`src/rtl/mul_ctrl_pkg.sv`:
```
// Shared state encoding and counter sizing for the shift-add multiplier sequencer.
package mul_ctrl_pkg;

  typedef enum logic [2:0] {
    IDLE  = 3'd0,
    INIT  = 3'd1,
    CHECK = 3'd2,
    ADD   = 3'd3,
    SHIFT = 3'd4,
    DONE  = 3'd5
  } state_t;

  // Wide enough to hold WIDTH itself so the count never wraps mid-operation.
  function automatic int cnt_width(input int width);
    return (width < 1) ? 1 : $clog2(width + 1);
  endfunction

endpackage

```
`src/rtl/mul_iter_counter.sv`:
```
// Iteration counter for the multiplier sequencer: cleared on INIT, stepped once per shift.
module mul_iter_counter
  import mul_ctrl_pkg::*;
#(
  parameter int WIDTH = 8
) (
  input  logic clock,
  input  logic reset,
  input  logic clear,
  input  logic inc,
  output logic last
);

  localparam int CW = cnt_width(WIDTH);
  localparam logic [CW-1:0] LAST_VAL = CW'(WIDTH - 1);
  localparam logic [CW-1:0] ONE      = CW'(1);

  logic [CW-1:0] r_count;

  always_ff @(posedge clock or negedge reset) begin
    if (!reset) begin
      r_count <= '0;
    end else if (clear) begin
      r_count <= '0;
    end else if (inc) begin
      r_count <= r_count + ONE;
    end
  end

  // Pre-increment compare: the shift that sees this high is the final one.
  assign last = (r_count == LAST_VAL);

endmodule

```
`src/rtl/shift_add_mul_sequencer.sv`:
```
// Handshaked control FSM for the sequential shift-add multiplier datapath.
// Optional FAST_SHIFT_EN: skips CHECK once the multiplier register is all-zero.
//
// state | meaning
// IDLE  | waiting for start
// INIT  | load operands, clear accumulator and iteration count
// CHECK | sample multiplier LSB (and mplr_zero when fast shift is built)
// ADD   | add multiplicand into upper accumulator
// SHIFT | shift accumulator/multiplier right, count one iteration
// DONE  | one-cycle completion pulse
module shift_add_mul_sequencer
  import mul_ctrl_pkg::*;
#(
  parameter int WIDTH = 8
) (
  input  logic clock,
  input  logic reset,
  input  logic start,
  input  logic lsb,
`ifdef FAST_SHIFT_EN
  input  logic mplr_zero,
`endif
  output logic init,
  output logic add,
  output logic SR,
  output logic busy,
  output logic done
);

  state_t r_state;
  state_t w_next;
  logic   w_last;
  logic   w_clear;
  logic   w_inc;

  assign w_clear = (r_state == INIT);
  assign w_inc   = (r_state == SHIFT);

  mul_iter_counter #(.WIDTH(WIDTH)) u_iter_counter (
    .clock (clock),
    .reset (reset),
    .clear (w_clear),
    .inc   (w_inc),
    .last  (w_last)
  );

`ifdef FAST_SHIFT_EN
  logic r_fast;

  always_ff @(posedge clock or negedge reset) begin
    if (!reset) begin
      r_fast <= 1'b0;
    end else if (r_state == INIT) begin
      r_fast <= 1'b0;
    end else if ((r_state == CHECK) && mplr_zero) begin
      r_fast <= 1'b1;
    end
  end
`endif

  always_ff @(posedge clock or negedge reset) begin
    if (!reset) begin
      r_state <= IDLE;
    end else begin
      r_state <= w_next;
    end
  end

  always_comb begin
    w_next = r_state;
    case (r_state)
      IDLE:  if (start) w_next = INIT;
      INIT:  w_next = CHECK;
      CHECK: begin
`ifdef FAST_SHIFT_EN
        if (mplr_zero)  w_next = SHIFT;
        else if (lsb)   w_next = ADD;
        else            w_next = SHIFT;
`else
        if (lsb) w_next = ADD;
        else     w_next = SHIFT;
`endif
      end
      ADD:   w_next = SHIFT;
      SHIFT: begin
`ifdef FAST_SHIFT_EN
        if (w_last)      w_next = DONE;
        else if (r_fast) w_next = SHIFT;
        else             w_next = CHECK;
`else
        if (w_last) w_next = DONE;
        else        w_next = CHECK;
`endif
      end
      DONE:    w_next = IDLE;
      default: w_next = IDLE;
    endcase
  end

  assign init = (r_state == INIT);
  assign add  = (r_state == ADD);
  assign SR   = (r_state == SHIFT);
  assign done = (r_state == DONE);
  assign busy = (r_state != IDLE);

endmodule

```
`config.mk`:
```
export PLATFORM = sky130hd
export DESIGN_NAME = shift_add_mul_sequencer
export DESIGN_NICKNAME = d
export VERILOG_FILES = /design/src/rtl/mul_ctrl_pkg.sv /design/src/rtl/mul_iter_counter.sv /design/src/rtl/shift_add_mul_sequencer.sv
export SDC_FILE = /design/constraint.sdc
export NUM_CORES = 1
export LEC_CHECK = 0
export ABC_AREA = 1
export BUFFER_PORTS_ARGS = -buffer_cell sky130_fd_sc_hd__buf_2
export CORE_AREA = 2 2 39 41
export CTS_CLUSTER_DIAMETER = 80
export DETAILED_ROUTE_END_ITERATION = 10
export DIE_AREA = 0 0 41 43
export GPL_ROUTABILITY_DRIVEN = 0
export PLACE_DENSITY = 0.52
export SYNTH_ARGS = -nofsm -noshare
export SYNTH_HDL_FRONTEND = slang
export SYNTH_SLANG_ARGS = --single-unit
```
`constraint.sdc`:
```
create_clock -name clock -period 1.09 [get_ports clock]
set_input_delay 0.109 -clock clock [delete_from_list [all_inputs] [get_ports clock]]
set_output_delay 0.109 -clock clock [all_outputs]
set_load 0.01 [all_outputs]
```
==> results.md, run 1 <==
* Die area at 1763 µm²
* FILL cells at 151
* Post-DP HPWL at approximately 610 µm
* Cell count after synthesis at 54
* Buf/Inv on CP at 3
* Hold Fails Final Rpt at 0
* Peak supply drop at ~0.91 mV
* CTS tree: done
* WP data required at 0.98 ns
* Setup violators final at 8
* Diodes inserted at 0
* YS warnings at 0
* CP Data Arrival Time at between 1 and 1.5 ns
* Unrepaired setup endpoints after global routing: true
* Failing checks: negative setup slack
* Top post-synthesis cells by area: dfrtp_1, nand2_1, nand3_1
* R2R depth at 7
* Mapped Area at 419.2 µm²
* Worst r2r src: r_state[2]
* Max cap viols at 0
* Max clock buf depth at 2
* DP Cell Count at a little under 80
* Netlist cell types at 15
* Pre-antenna DRT Iters at 4
* Root Buffer: clkbuf_4
* Worst Clk Skew at approximately 0.0019 ns
* Max-slew violations at 0
* DR vias/cell at 4.663
* Crit path kind: reg2out
* Max Fclk at ~810 MHz
* Max FO, Critical Path at 7
* First-pass GRT wire length at 1483 µm
* Hold path start: start
* Final worst slack at -0.1475 ns
* Worst r2r dst: r_state[0]
* CP max stage cell: dfrtp_2
* IO Pins at 9
* # port buffers at 8
* Clock Latency Late Sink at 0.25 ns
* Die Span X at 41 µm
* Worst slew margin at 0.8464
* Post-Syn Area per Cell at between 7 and 8 µm²
* Area leader, netlist: dfrtp_1
* Reg-to-reg slack, setup at -0.04 ns
* Fraction of layout instances using a drive strength above 1 at 0.6027
* Fin crit share at 1.135
* Grt ovf at 0
* Crit path largest cell delay at 0.45 ns
* Fin crit period at 1.237 ns
* Avg WL per Cell at ~11 µm
* Share of the synthesized area in the top cell type at 0.4179
* # DRC at 0
* Critical path, cell by cell: inv_4 > nand3_4 > inv_2 > buf_6
* Net Count, Synth at 59
* Register bit total from synthesis at 7
* Finished Layout Cells at 89
* Kind of cell adding the most delay to the critical path: flip-flops
* Worst Max-Slew Pin Slew at 0.2296 ns
* Hold EP: r_state[0]
* Synthesis-to-layout area growth at 65.07%
* Final nets at about 80
* CTS HTree Levels at 1
* CTS Buf Count at 3
* Pleak at 0.3371 nW
* Die span in y at 43 µm
* CTS sink cnt at 7
* CP endpoint kind: output port
* DR iter-0 viols at 6
* Hold WC Path Type: in2reg
* Starting Density at 0.3029
* Hold Crit Depth at 3
* Setup TNS at -0.6712 ns
* Vias after detailed routing at between 400 and 500
* Pwr per Cell Area at 2601 nW/µm²
* Status: finished, violations left
* Total design power at 0.001799 W
* Largest net degree at the start of global routing at 8
* Vias in the first global route at ~360
* Gr usage total at 0.1316
* Register area share after synthesis at 0.4179
* Std-Cell Rows at 14
* Final ANT Viol Nets at 0
* Total Wirelength at 1001 µm
* Clock transition at path regs at 0.05 ns
* Startpoint types: flip-flop
* Core Area at 1384 µm²
* Initial antenna violation count at 0
## registers in the layout, summed over array words and instances, names as in the netlist
| signal | cells |
|---|---|
| u_iter_counter.r_count | 4 |
| r_state | 3 |
## cell type report
cell class                 count  area, µm²  share of cell area
inverter                       9      41.29             0.05967
tap                           16      20.02             0.02893
timing repair buffer          15      128.9              0.1863
sequential                     7      177.7              0.2568
multi-input combinational     38      297.8              0.4304
clock buffer                   4      26.28             0.03797
## repair_timing
item,4_1_cts,5_1_grt
hold endpoints to repair,7,0
gates cloned,0,0
pin swaps,4,7
endpoints found under the setup margin,5,10
hold buffers,1,0
buffers inserted,4,1
resized for setup,9,23
## cells in the mapped netlist
cell	number
nand2_1	11
nor2_8	1
nand2_2	4
inv_2	3
nand3_2	1
a21oi_2	1
nand3_1	6
ha_1	1
o22ai_1	1
nor2_1	8
xor2_1	1
dfrtp_1	7
nor3_1	1
nor2_2	2
inv_1	6
## report_power, final
| group | switching (W) | leakage, nW | total, W | internal [W] |
|---|---|---|---|---|
| Combinational | 0.000589 | 0.232 | 0.00110 | 0.000511 |
| Clock | 0.0000902 | 0.0150 | 0.000230 | 0.000139 |
| Sequential | 0.000124 | 0.0900 | 0.000471 | 0.000347 |
## cell usage in the layout (no fill, tap or decap)
cell type      instances
nor2_2                 1
clkbuf_1               1
dfrtp_1                5
inv_2                  2
ha_2                   1
dlygate4sd3_1          1
xor2_1                 1
dfrtp_2                2
nand3_4                1
nor2_1                 6
nand2_8                1
a21oi_2                1
inv_4                  3
nand3_1                1
nand2_1               10
o22ai_2                1
clkbuf_4               3
buf_2                  5
nor2_4                 3
nand2_2                3
buf_6                  7
nor3_2                 1
nand3_2                5
nor2_8                 1
buf_4                  2
inv_1                  4
nand2_4                1
## worst reg2reg max path, stage by stage (launching register included)
cell and delay, ns:
dfrtp_1 0.41, buf_6 0.14, buf_4 0.12, buf_6 0.12, nand2_8 0.09, nor2_4 0.04
nor2_2 0.07, nor2_1 0.04
## cell families (layout without fill, tap and decap cells)
logic type      after synthesis  in the layout  synth area share
compound gates                2              2           0.03583
simple gates                 34             34            0.4149
xor+xnor                      1              1           0.02090
fa+ha+maj                     1              1           0.02985
buf+inv                       9             28           0.08059
flops                         7              7            0.4179
## routing by layer
layer | wire length [µm] | share of wire | track usage | vias to the layer above
met2 | 571 | 0.57 | 0.1969 | 13
li1 | - | - | - | 206
met4 | 25 | 0.025 | 0.08000 | 0
met5 | 0 | 0 | 0 | -
met1 | 364 | 0.36 | 0.1518 | 192
met3 | 39 | 0.039 | 0.04712 | 4
## through the flow
step	util	hold slack [ns]	setup slack (ns)	instance area, µm²
floorplan	-	-0.1866	0.1001	419.2
global placement	0.3517	-0.04096	0.06927	486.7
detailed placement	0.3517	-0.04367	0.04771	486.7
CTS	0.4231	0.09284	-0.1378	585.6
global route	0.5000	0.1148	-0.2266	691.9
finish	0.5000	0.07862	-0.1475	691.9
## worst max-delay path by stage
stage | cells past startpoint | slack [ns] | end | from
2_1_floorplan | 5 | 0.10 | r_state[0] | u_iter_counter.r_count[0]
3_3_place_gp | 6 | 0.07 | u_iter_counter.r_count[3] | r_state[2]
3_5_place_dp | 5 | 0.05 | r_state[0] | u_iter_counter.r_count[0]
4_1_cts | 5 | -0.14 | add | r_state[2]
5_1_grt | 5 | -0.23 | add | r_state[2]
6_report | 4 | -0.15 | init | r_state[1]
Power figures use the tool's default switching activity.
==> run 2, diff against run 1 <==
==> constraint.sdc (replaced) <==
create_clock -name clock -period 1.09 [get_ports clock]
set_input_delay 0.218 -clock clock [delete_from_list [all_inputs] [get_ports clock]]
set_output_delay 0.218 -clock clock [all_outputs]
set_load 0.01 [all_outputs]
==> results.md, run 2 (same netlist as run 1, synthesis figures left out) <==
* Post-DP Area at 501.7 µm²
* Reg-to-reg slack, setup at -0.11 ns
* CP endpoint kind: output port
* Pwr per Cell Area at 2719 nW/µm²
* Vias after detailed routing at ~430
* WP data required at 0.87 ns
* Hold Fails Final Rpt at 0
* GR Util met1 at 0.1528
* DR iter-0 viols at 8
* Final ANT Viol Nets at 0
* Fin crit period at 1.345 ns
* CP Data Arrival Time at 1.13 ns
* Hold path start: start
* First-pass GRT wire length at 1566 µm
* Hold WC Path Type: in2reg
* Max FO, Critical Path at 3
* Post-DP HPWL at 654.5 µm
* Fraction of layout instances using a drive strength above 1 at 0.6125
* Clock transition at path regs at around 0.050 ns
* Max-slew violations at 0
* Worst r2r src: r_state[1]
* Failing checks: negative setup slack
* Total Wirelength at 1003 µm
* Crit path kind: reg2out
* Largest net degree at the start of global routing at 8
* Global route hottest layer: met2
* Max reg flops at 4
* Diodes inserted at 0
* Worst slew margin at 0.8552
* Hold Crit Depth at 3
* Worst Max-Slew Pin Slew at 0.2167 ns
* Startpoint types: flip-flop
* Most frequent cells in the layout: buf_6, buf_4, nor2_1, nand2_1, dfrtp_1
* Max Fclk at 743.4 MHz
* Status: finished, violations left
* Fin crit share at 1.234
* Root Buffer: clkbuf_4
* Starting Density at 0.3029
* Std-Cell Rows at 14
* # port buffers at 8
* Setup violators final at 12
* CTS Buf Count at 3
* Pleak at 0.3858 nW
* CTS sink cnt at 7
* Max cap viols at 0
* Unrepaired setup endpoints after global routing: true
* DR vias/cell at 4.458
* Most common cell after layout, fill and taps aside: buf_6
* Worst Clk Skew at 0.001155 ns
* Final nets at 86
* Met2 GRT Util at 0.2094
* CTS tree: done
* Die Span X at 41 µm
* Regs by FF count: u_iter_counter.r_count (4), r_state (3)
* R2R depth at 7
* Max clock buf depth at 2
* Fin area at about 740 µm²
* IO Pins at 9
* Die area at between 1500 and 2000 µm²
* Gr usage total at 0.1359
* Pre-antenna DRT Iters at 4
* Most flop-heavy register: u_iter_counter.r_count
* Vias in the first global route at 400
* Clock Latency Late Sink at 0.25 ns
* CTS HTree Levels at 1
* Hold slack at a little under 0.2 ns
* Final worst slack at -0.2551 ns
* Met3 Usage GRT at 0.03141
* Peak supply drop at 0.9244 mV
* Worst r2r dst: r_state[0]
* # DRC at 0
* Hold EP: r_state[0]
* Grt ovf at 0
* Core Area at 1384 µm²
* Synthesis-to-layout area growth at 77.61%
* Die span in y at 43 µm
* Initial antenna violation count at 0
* Avg WL per Cell at 10.45 µm
[run 2: area by class of cell]
| cell class | instances | area, µm² |
|---|---|---|
| Multi-Input combinational cell | 38 | 299.0 |
| Sequential cell | 7 | 176.4 |
| Clock buffer | 4 | 26.28 |
| Inverter | 9 | 33.78 |
| Tap cell | 16 | 20.02 |
| Timing Repair Buffer | 22 | 188.9 |
| Fill cell | 132 | 639.4 |
[run 2: per-stage QoR]
step | std cells | total power [W] | setup slack, ns | TNS, ns | util
5_1_grt | 96 | 0.002183 | -0.3113 | -2.373 | 0.5380
6_report | 96 | 0.002024 | -0.2551 | -1.719 | 0.5380
2_1_floorplan | 54 | 0.0008811 | 0.07807 | 0 | -
4_1_cts | 89 | 0.001456 | -0.2486 | -1.137 | 0.4096
3_3_place_gp | 81 | 0.001100 | 0.02575 | 0 | 0.3626
3_5_place_dp | 81 | 0.001106 | 0.01539 | 0 | 0.3626
[run 2: timing repair]
item	4_1_cts	5_1_grt
hold buffers	1	0
hold endpoints to repair	7	0
pin swaps	1	11
setup endpoints to repair	5	10
resized for setup	1	31
buffers inserted	3	7
[run 2: power by group]
part	switching (W)	internal (W)	leakage, nW
clock network	0.000100	0.000140	0.0150
registers	0.000111	0.000343	0.0913
logic	0.000656	0.000674	0.280
total	0.000868	0.00116	0.386
[run 2: critical path: stages (launching register included)]
cell,delay [ns]
dfrtp_1,0.40
buf_4,0.15
nor2_4,0.13
nand2_4,0.07
buf_6,0.12
[run 2: worst max-delay path by stage]
stage / start / to / slack (ns) / cells after the start
after floorplan: r_state[2] / init / 0.08 / 3
after global placement: r_state[2] / SR / 0.03 / 4
after detailed placement: r_state[2] / SR / 0.02 / 4
after CTS: r_state[1] / init / -0.25 / 4
after global routing: r_state[1] / add / -0.31 / 5
final: r_state[1] / busy / -0.26 / 4
[run 2: routing by layer]
metal,share of wire,wire [µm]
met3,0.024,24
met5,0,0
met1,0.40,399
met4,0.0060,6
met2,0.57,572
==> run 3, diff against run 2 <==
- ABC_AREA: 1 -> unset
- PLACE_DENSITY: 0.52 -> 0.5
- SYNTH_HIERARCHICAL: unset -> 1
==> results.md, run 3 <==
* Peak supply drop at 1.148 mV
* Die Span X at about 40 µm
* # port buffers at 8
* YS warnings at 6
* Failing checks: negative setup slack
* Hold EP: r_state[1]
* Regs by FF count: u_iter_counter/r_count (4), r_state (3)
* Netlist cell types at 27
* Fin crit period at 1.459 ns
* Root Buffer: clkbuf_4
* Area leader, netlist: dfrtp_1
* Post-Syn Area per Cell at between 10 and 15 µm²
* Pint at roughly 0.0012 W
* Initial antenna violation count at 0
* Grt ovf at 0
* Register area share after synthesis at 0.4403
* Most frequent cells in the layout: buf_4, buf_6, buf_2
* CTS Buf Count at 3
* Die span in y at 43 µm
* CTS HTree Levels at 1
* Post-synth EDFFs at 0
* Hold slack at 0.2531 ns
* Total design power at about 0.0018 W
* Max Fclk at between 600 and 700 MHz
* Most flop-heavy register: u_iter_counter/r_count
* Fin area at 735.7 µm²
* Startpoint types: flip-flop
* CTS tree: done
* Hold WC Path Type: in2reg
* Starting Density at 0.2875
* Largest net degree at the start of global routing at 8
* CP Data Arrival Time at 1.24 ns
* NetSw at between 0.0006 and 0.0007 W
* Post-DP HPWL at roughly 650 µm
* Share of the synthesized area in the top cell type at 0.4403
* Reg-to-reg slack, setup at -0.26 ns
* Total Wirelength at ~1100 µm
* Part of the power in combinational logic at 0.612
* Final ANT Viol Nets at 0
* Ys async rst share at 1.000
* Max cap viols at 0
* Register bit total from synthesis at 7
* Die area at 1763 µm²
* Setup violators final at 12
* Avg WL per Cell at 12.96 µm
* Final nets at 75
* Max clock buf depth at 2
* DR vias/cell at about 4.7
* Crit path kind: reg2out
* Vias after detailed routing at 398
* Hold path start: lsb
* Max reg flops at 4
* R2R depth at 4
* Std-Cell Rows at 14
* Net Count, Synth at 43
* Sw frac at 0.3603
* Fraction of layout instances using a drive strength above 1 at 0.6957
* Clock Latency Late Sink at 0.25 ns
* DR iter-0 viols at 9
* Clock transition at path regs at 0.06 ns
* Core Util, Final at 0.5316
* Max FO, Critical Path at 3
* Pleak at 0.3386 nW
* Finished Layout Cells at between 80 and 90
* Diodes inserted at 0
* Hold Crit Depth at 3
* Hold Fails Final Rpt at 0
* Unrepaired setup endpoints after global routing: true
* Post-DP Area at 544.3 µm²
* Core Area at between 1000 and 1500 µm²
* Pwr per Cell Area at 2449 nW/µm²
* CTS sink cnt at 7
* Fin crit share at 1.339
* WP data required at 0.87 ns
* IO Pins at 9
* Synthesis-to-layout area growth at 84.91%
* Most used DFF post-synth: dfrtp_1
* Sequential power share at 0.254
* Mapped Area at roughly 400 µm²
* Gr usage total at 0.1471
* Worst Clk Skew at 0.0009940 ns
* CP endpoint kind: output port
* Top post-synthesis cells by area: dfrtp_1, nor2_1, mux2_4
* Most common cell after layout, fill and taps aside: buf_4
* Cell count after synthesis at 38
* Worst r2r src: r_state[1]
* Worst Max-Slew Pin Slew at 0.2431 ns
* Max-slew violations at 0
* First-pass GRT wire length at 1669 µm
* Status: finished, violations left
* Worst r2r dst: u_iter_counter/r_count[3]
* Worst slew margin at 0.8378
* Part of the power in the clock network at 0.135
* Top-count cell post-synth: dfrtp_1
* Final worst slack at -0.3693 ns
* Vias in the first global route at 385
* Pre-antenna DRT Iters at 4
* DP Cell Count at around 70
* # DRC at 0
* Commonest cells in the netlist: dfrtp_1, nor2_1, nand2_1
[run 3: cell types whose count changed after synthesis, sizes merged, moves of 2 or more]
cell   previous run  this run
nand2            15         2
nor2             11         5
nand3             7         0
inv               9         1
nor3b             0         2
[run 3: timing repair]
item / in CTS / in global routing
endpoints found under the setup margin: 12 / 12
setup buffers: 3 / 6
pin swaps: 8 / 8
gates resized for setup: 15 / 9
hold endpoints to repair: 7 / 0
hold buffers: 1 / 0
cloned: 0 / 0
[run 3: metrics by stage]
step           TNS (ns)  setup slack (ns)
2_1_floorplan   -0.8416           -0.3090
3_3_place_gp    -0.7972           -0.1465
3_5_place_dp    -0.8327           -0.1509
4_1_cts          -2.314           -0.3606
5_1_grt          -3.222           -0.4139
6_report         -2.631           -0.3693
[run 3: worst max-delay path by stage]
stage | from | end | slack (ns)
after floorplan | r_state[2] | u_iter_counter/r_count[3] | -0.31
after global placement | u_iter_counter/r_count[0] | r_state[0] | -0.15
after detailed placement | r_state[1] | u_iter_counter/r_count[3] | -0.15
after CTS | r_state[2] | busy | -0.36
after global routing | r_state[2] | busy | -0.41
final | r_state[2] | busy | -0.37
[run 3: cell families (layout without fill, tap and decap cells)]
logic type                 count (synthesis)  count (layout)  share of synthesized area
AOI/OAI and AO/OA                          6               6                     0.1132
xor gates and xnor gates                   1               1                    0.02202
adders and majority gates                  1               1                    0.03144
buffers and inverters                      2              33                    0.02199
DFF                                        7               7                     0.4403
muxes                                      2               2                    0.06288
and+or+nand+nor                           19              19                     0.3082
[run 3: metal layers]
metal | GRT usage | part of all wire
met4 | 0.06000 | 0
met3 | 0.04712 | 0.025
met2 | 0.2031 | 0.55
met5 | 0 | 0
met1 | 0.2060 | 0.42
[run 3: layout make-up]
type	instances	area, µm²
Clock buffer	4	26.28
Timing Repair Buffer	28	231.5
Multi-Input combinational cell	29	275.3
Sequential cell	7	178.9
Inverter	1	3.754
Tap cell	16	20.02
Fill cell	131	648.1
[run 3: power by group through the flow]
stage | Clock (W) | Combinational [W] | Sequential (W)
global placement | 0 | 0.000731 | 0.000427
finish | 0.000242 | 0.00110 | 0.000457
global route | 0.000265 | 0.00121 | 0.000464
CTS | 0.000251 | 0.000904 | 0.000428
floorplan | 0 | 0.000396 | 0.000417
detailed placement | 0 | 0.000723 | 0.000429
[run 3: critical path: stages, from the launching register on]
cell and delay, ns:
dfrtp_2 0.44, buf_6 0.12, or3_1 0.29, buf_2 0.14
